--- src/rtl/lsu_pkg.sv ---
// Shared types for the load/store unit: funct3 encodings and FSM states.
package lsu_pkg;

  localparam logic [2:0] F3_B  = 3'b000;
  localparam logic [2:0] F3_H  = 3'b001;
  localparam logic [2:0] F3_W  = 3'b010;
  localparam logic [2:0] F3_BU = 3'b100;
  localparam logic [2:0] F3_HU = 3'b101;

  typedef enum logic {
    IDLE,
    RMW_WR
  } lsu_state_t;

endpackage

--- src/rtl/lsu_lane_align.sv ---
// Sub-word lane handling: load extract/extend and store merge.
module lsu_lane_align
  import lsu_pkg::*;
(
  input  logic [2:0]  funct3,
  input  logic [1:0]  offset,
  input  logic [31:0] rdata,
  input  logic [31:0] sdata,
  output logic [31:0] load_data,
  output logic [31:0] merged
);

  logic [7:0]  b;
  logic [15:0] h;

  always_comb begin
    b = rdata[7:0];
    unique case (offset)
      2'd0: b = rdata[7:0];
      2'd1: b = rdata[15:8];
      2'd2: b = rdata[23:16];
      2'd3: b = rdata[31:24];
    endcase
    h = offset[1] ? rdata[31:16] : rdata[15:0];
  end

  always_comb begin
    load_data = '0;
    unique case (1'b1)
      funct3 == F3_B:  load_data = {{24{b[7]}}, b};
      funct3 == F3_H:  load_data = {{16{h[15]}}, h};
      funct3 == F3_W:  load_data = rdata;
      funct3 == F3_BU: load_data = {24'd0, b};
      funct3 == F3_HU: load_data = {16'd0, h};
      default:         load_data = '0;
    endcase
  end

  // Halfword lanes follow offset[1] only, so odd offsets align down.
  always_comb begin
    merged = rdata;
    unique case (1'b1)
      funct3 == F3_B: begin
        unique case (offset)
          2'd0: merged[7:0]   = sdata[7:0];
          2'd1: merged[15:8]  = sdata[7:0];
          2'd2: merged[23:16] = sdata[7:0];
          2'd3: merged[31:24] = sdata[7:0];
        endcase
      end
      funct3 == F3_H: begin
        if (offset[1]) merged[31:16] = sdata[15:0];
        else           merged[15:0]  = sdata[15:0];
      end
      default: merged = rdata;
    endcase
  end

endmodule

--- src/rtl/load_store_unit.sv ---
// Memory-stage LSU: sub-word loads, single-cycle SW, two-cycle RMW for SB/SH.
// Optional LSU_MISALIGN_TRAP_EN suppresses and flags misaligned accesses.
module load_store_unit
  import lsu_pkg::*;
#(
  parameter int ADDR_WORDS_LOG2 = 6
) (
  input  logic        i_Clk,
  input  logic        i_Reset,
  input  logic        i_Valid,
  input  logic        i_MemRead,
  input  logic        i_MemWrite,
  input  logic [2:0]  i_Funct3,
  input  logic [31:0] i_Addr,
  input  logic [31:0] i_StoreData,
  output logic [31:0] o_LoadData,
  output logic        o_Stall,
  output logic        o_Misaligned,
  output logic        o_MemWEnable,
  output logic [31:0] o_MemAddr,
  output logic [31:0] o_MemWData,
  input  logic [31:0] i_MemRData
);

  localparam int AW = ADDR_WORDS_LOG2;

  lsu_state_t    state;
  logic [AW-1:0] r_Idx;
  logic [AW-1:0] idx;
  logic [31:0]   r_Merged;
  logic [31:0]   ld;
  logic [31:0]   merged;
  logic          trap;
  logic          st_ok;
  logic          sw_go;
  logic          sub_go;
  logic          unused_addr;

  assign idx = i_Addr[AW+1:2];
  assign unused_addr = ^i_Addr[31:AW+2];

`ifdef LSU_MISALIGN_TRAP_EN
  logic half;
  logic word;
  logic mis;
  assign half = (i_Funct3 == F3_H) | (i_Funct3 == F3_HU);
  assign word = (i_Funct3 == F3_W);
  assign mis  = (half & i_Addr[0]) | (word & |i_Addr[1:0]);
  assign trap = mis;
  assign o_Misaligned = i_Reset & i_Valid
                      & (i_MemRead | i_MemWrite) & mis;
`else
  assign trap = 1'b0;
  assign o_Misaligned = 1'b0;
`endif

  lsu_lane_align u_align (
    .funct3    (i_Funct3),
    .offset    (i_Addr[1:0]),
    .rdata     (i_MemRData),
    .sdata     (i_StoreData),
    .load_data (ld),
    .merged    (merged)
  );

  assign st_ok  = (state == IDLE) & i_Valid & i_MemWrite & ~trap;
  assign sw_go  = st_ok & (i_Funct3 == F3_W);
  assign sub_go = st_ok & ((i_Funct3 == F3_B) | (i_Funct3 == F3_H));

  assign o_LoadData = (i_Reset & i_Valid & i_MemRead & ~trap)
                    ? ld : 32'd0;
  assign o_Stall = i_Reset & sub_go;
  assign o_MemWEnable = i_Reset & ((state == RMW_WR) | sw_go);
  assign o_MemAddr = {{(32-AW){1'b0}},
                      (state == RMW_WR) ? r_Idx : idx};

  always_comb begin
    o_MemWData = 32'd0;
    if (i_Reset) begin
      if (state == RMW_WR) o_MemWData = r_Merged;
      else if (sw_go)      o_MemWData = i_StoreData;
    end
  end

  // RMW_WR always returns to IDLE so a held store cannot re-trigger.
  always_ff @(posedge i_Clk or negedge i_Reset) begin
    if (!i_Reset) begin
      state    <= IDLE;
      r_Idx    <= '0;
      r_Merged <= '0;
    end else begin
      unique case (state)
        IDLE: begin
          if (sub_go) begin
            r_Idx    <= idx;
            r_Merged <= merged;
            state    <= RMW_WR;
          end
        end
        RMW_WR: state <= IDLE;
        default: state <= IDLE;
      endcase
    end
  end

endmodule

--- config.mk ---
export PLATFORM = sky130hd
export DESIGN_NAME = load_store_unit
export DESIGN_NICKNAME = d
export VERILOG_FILES = /design/src/rtl/lsu_pkg.sv /design/src/rtl/lsu_lane_align.sv /design/src/rtl/load_store_unit.sv
export SDC_FILE = /design/constraint.sdc
export NUM_CORES = 1
export LEC_CHECK = 0
export BUFFER_PORTS_ARGS = -buffer_cell sky130_fd_sc_hd__buf_4
export CELL_PAD_IN_SITES_DETAIL_PLACEMENT = 1
export CELL_PAD_IN_SITES_GLOBAL_PLACEMENT = 2
export CORE_UTILIZATION = 25
export CTS_CLUSTER_SIZE = 40
export DETAILED_ROUTE_END_ITERATION = 10
export PLACE_DENSITY_LB_ADDON = 0.1
export SLEW_MARGIN = 40
export SYNTH_ARGS = -nofsm -noshare
export SYNTH_HDL_FRONTEND = slang
export SYNTH_SLANG_ARGS = --single-unit
--- constraint.sdc ---
create_clock -name i_Clk -period 1.7 [get_ports i_Clk]
set_input_delay 0.255 -clock i_Clk [delete_from_list [all_inputs] [get_ports i_Clk]]
set_output_delay 0.255 -clock i_Clk [all_outputs]
set_load 0.01 [all_outputs]
==> summary.md <==
| Metric | Value |
|---|---|
| Setup ws final | -0.203 ns |
| Tot GR Track Use | between 20% and 30% |
| Final HPWL DP | between 10,000 and 15,000 um |
| Via count | 4,288 |
| R2R depth | 7 |
| Worst VDD drop | approximately 0.38 mV |
| CTS tree | yes |
| Cell Area, Synth | 3930 um^2 |
| Fraction of layout cells with a size suffix above 1 | around 47% |
| Crit path kind | register to primary output |
| Vias per Instance | 4.93 |
| Clock buffer count from CTS | 5 |
| Ant. Diodes | 0 |
| Final setup TNS | -5.47 ns |
| PwrDens | 570 nW/um^2 |
| Netlist cell types | 32 |
| Congestion Overflow GR | 0 |
| P_leak | ~2.6 nW |
| Root buf cell | clkbuf_16 |
| Later-pin clock latency in the skew report | about 0.29 ns |
| Outcome | finished, violations left |
| Seq cells post-synth | 39 |
| Clk buf depth | 2 |
| Syn avg cell area | between 8 and 9 um^2 |
| # IOs | a little over 200 |
| Post-route insts no fill | 869 |
| Fin crit share | 112% |
| RSZ-0062 raised after global routing | yes |
| Most common cell after layout, fill and taps aside | buf_4 |
| Crit path capture type | primary output |
| First drt pass iteration count | 4 |
| Port Buffer Count | approximately 150 |
| Gate Count Post-Synth | between 400 and 500 |
| Die height | ~130 um |
| Die area | around 16,000 um^2 |
| Post-synthesis sequential area ratio | 24.8% |
| Core Area | 15,300 um^2 |
| First-pass GRT wire length | between 20,000 and 30,000 um |
| CTS Sinks | 39 |
| Largest net degree at the start of global routing | between 50 and 60 |
| Final core occ | slightly below 40% |
| DIE WIDTH | between 100 and 150 um |
| Drt first-iter violations | 169 |
| Max-Cap Viols | 0 |
| Post-DP Area | roughly 5400 um^2 |
| Final nets | ~760 |
| Critical Path RT | 1.44 ns |
| Number of core rows | 45 |
| Yosys warns | 0 |
| Min-Delay Path Class | primary input to async pin |
| Placed cells | 844 |
| Critical path launch point type | register |
| DRC Markers | 0 |
| Area Growth Syn to Fin | 53.3% |
| Post-Place Setup Slack | -0.183 ns |
| Fin crit period | between 1.5 and 2 ns |
| Design area | ~6000 um^2 |
| Final setup fails | 44 |
| CTS H-tree lvls | 2 |
| Vias in the first global route | about 4,300 |
| Routed Antenna Nets | 0 |
| Clk pin slew, worst setup/hold paths | ~0.060 ns |
| Most frequent cells in the layout | buf_4, a21oi_1, nor2_1 |
| Starting Density | roughly 26% |
| Initial antenna violation count | 0 |
| Wire per inst | 20.2 um |
| Violations in the final reports | negative setup slack |
| Max Slew Vio Count | 0 |
| Clock skew | 0.0123 ns |
| Final Hold Fails | 0 |
| GPL Wtd Cong | 0.829 |
| Arrival time at the worst endpoint | about 1.7 ns |
| Fmax | 0.525 GHz |
| CP max FO | 11 |
| Routed WL | 17,600 um |
## path summary, 6_finish.rpt
path,from,to,slack (ns)
hold / removal,i_Reset,r_Idx[3]$_DFFE_PN0P_,0.03
hold reg to reg,r_Idx[2]$_DFFE_PN0P_,r_Idx[2]$_DFFE_PN0P_,0.51
setup reg to reg,state$_DFF_PN0_,r_Merged[31]$_DFFE_PN0P_,0.06
setup / recovery,state$_DFF_PN0_,o_MemWData[18],-0.20
max in group asynchronous,i_Reset,r_Merged[6]$_DFFE_PN0P_,0.85
min in group i_Clk,i_Addr[5],r_Idx[3]$_DFFE_PN0P_,0.20
## cells by family (layout without fill, tap and decap cells)
group | count (synthesis) | after routing | share of synthesized area, %
AO/OA/AOI/OAI | 148 | 149 | 23.6
buffers and inverters | 71 | 216 | 10.5
flip-flops | 39 | 39 | 24.8
multiplexers | 88 | 88 | 24.4
other | 1 | 27 | 0.0954
AND/OR/NAND/NOR | 139 | 139 | 16.5
## cells in the mapped netlist (all sizes together)
master / instances / area, um^2
a21oi: 92 / 498
nor2: 69 / 259
mux2: 54 / 608
buf: 52 / 342
a22oi: 46 / 345
dfrtp: 39 / 976
mux2i: 33 / 330
nor2b: 32 / 200
nand2: 25 / 96.4
clkbuf: 18 / 67.6
a221oi: 4 / 35.0
and2: 3 / 18.8
and4b: 2 / 20.0
nand2b: 2 / 12.5
nor3: 2 / 10.0
o21a: 2 / 22.5
o21ai: 2 / 10.0
a211oi: 1 / 7.51
a222oi: 1 / 10.0
and3: 1 / 6.26
conb: 1 / 3.75
inv: 1 / 3.75
mux4: 1 / 22.5
nand4: 1 / 6.26
nor3b: 1 / 12.5
or3b: 1 / 8.76
## sequential cells by signal, indices dropped and copies added (netlist names)
name      count
r_Merged     32
r_Idx         6
state         1
## report_power, final
group	internal [W]	total (W)	switching [W]	leakage [nW]
clock network	0.000587	0.000999	0.000412	0.0772
logic	0.000584	0.00117	0.000589	2.07
registers	0.00113	0.00127	0.000135	0.460
## worst max-delay path, stage by stage (launching register included)
cell and delay (ns):
dfrtp_1 0.39, and4b_2 0.33, buf_12 0.17, buf_12 0.13, a22oi_1 0.06, nor2b_1 0.13, buf_4 0.13
## layout make-up
cell class	instances	area, um^2
clock buffers	6	139
clock inverters	2	13.8
fillers	1796	9230
inverters	1	3.75
multi-input cells	403	2770
flip-flops and latches	39	976
well taps	211	264
repair buffers	207	1860
## per-stage QoR
| step | hold slack, ns | power (W) |
|---|---|---|
| after floorplan | -0.0406 | 0.00187 |
| after global placement | 0.305 | 0.00233 |
| after detailed placement | 0.301 | 0.00237 |
| after CTS | 0.0428 | 0.00345 |
| after global routing | 0.0425 | 0.00364 |
| final | 0.0304 | 0.00344 |
## timing repair
item	in CTS	in global routing
pin swaps	5	3
buffers inserted	4	4
setup endpoints to repair	71	95
hold buffers	2	0
hold endpoints to repair	17	0
gates cloned	5	3
gates resized for setup	26	14
## layer usage
| metal | track usage, % | wire [um] | vias to the layer above |
|---|---|---|---|
| met1 | 27.6 | 7930 | 2117 |
| met4 | 3.36 | 130 | 0 |
| met2 | 35.4 | 8550 | 136 |
| li1 | - | - | 2026 |
| met3 | 3.35 | 952 | 9 |
| met5 | 0 | 0 | - |
Note: power is estimated with default switching activity, not from simulation.
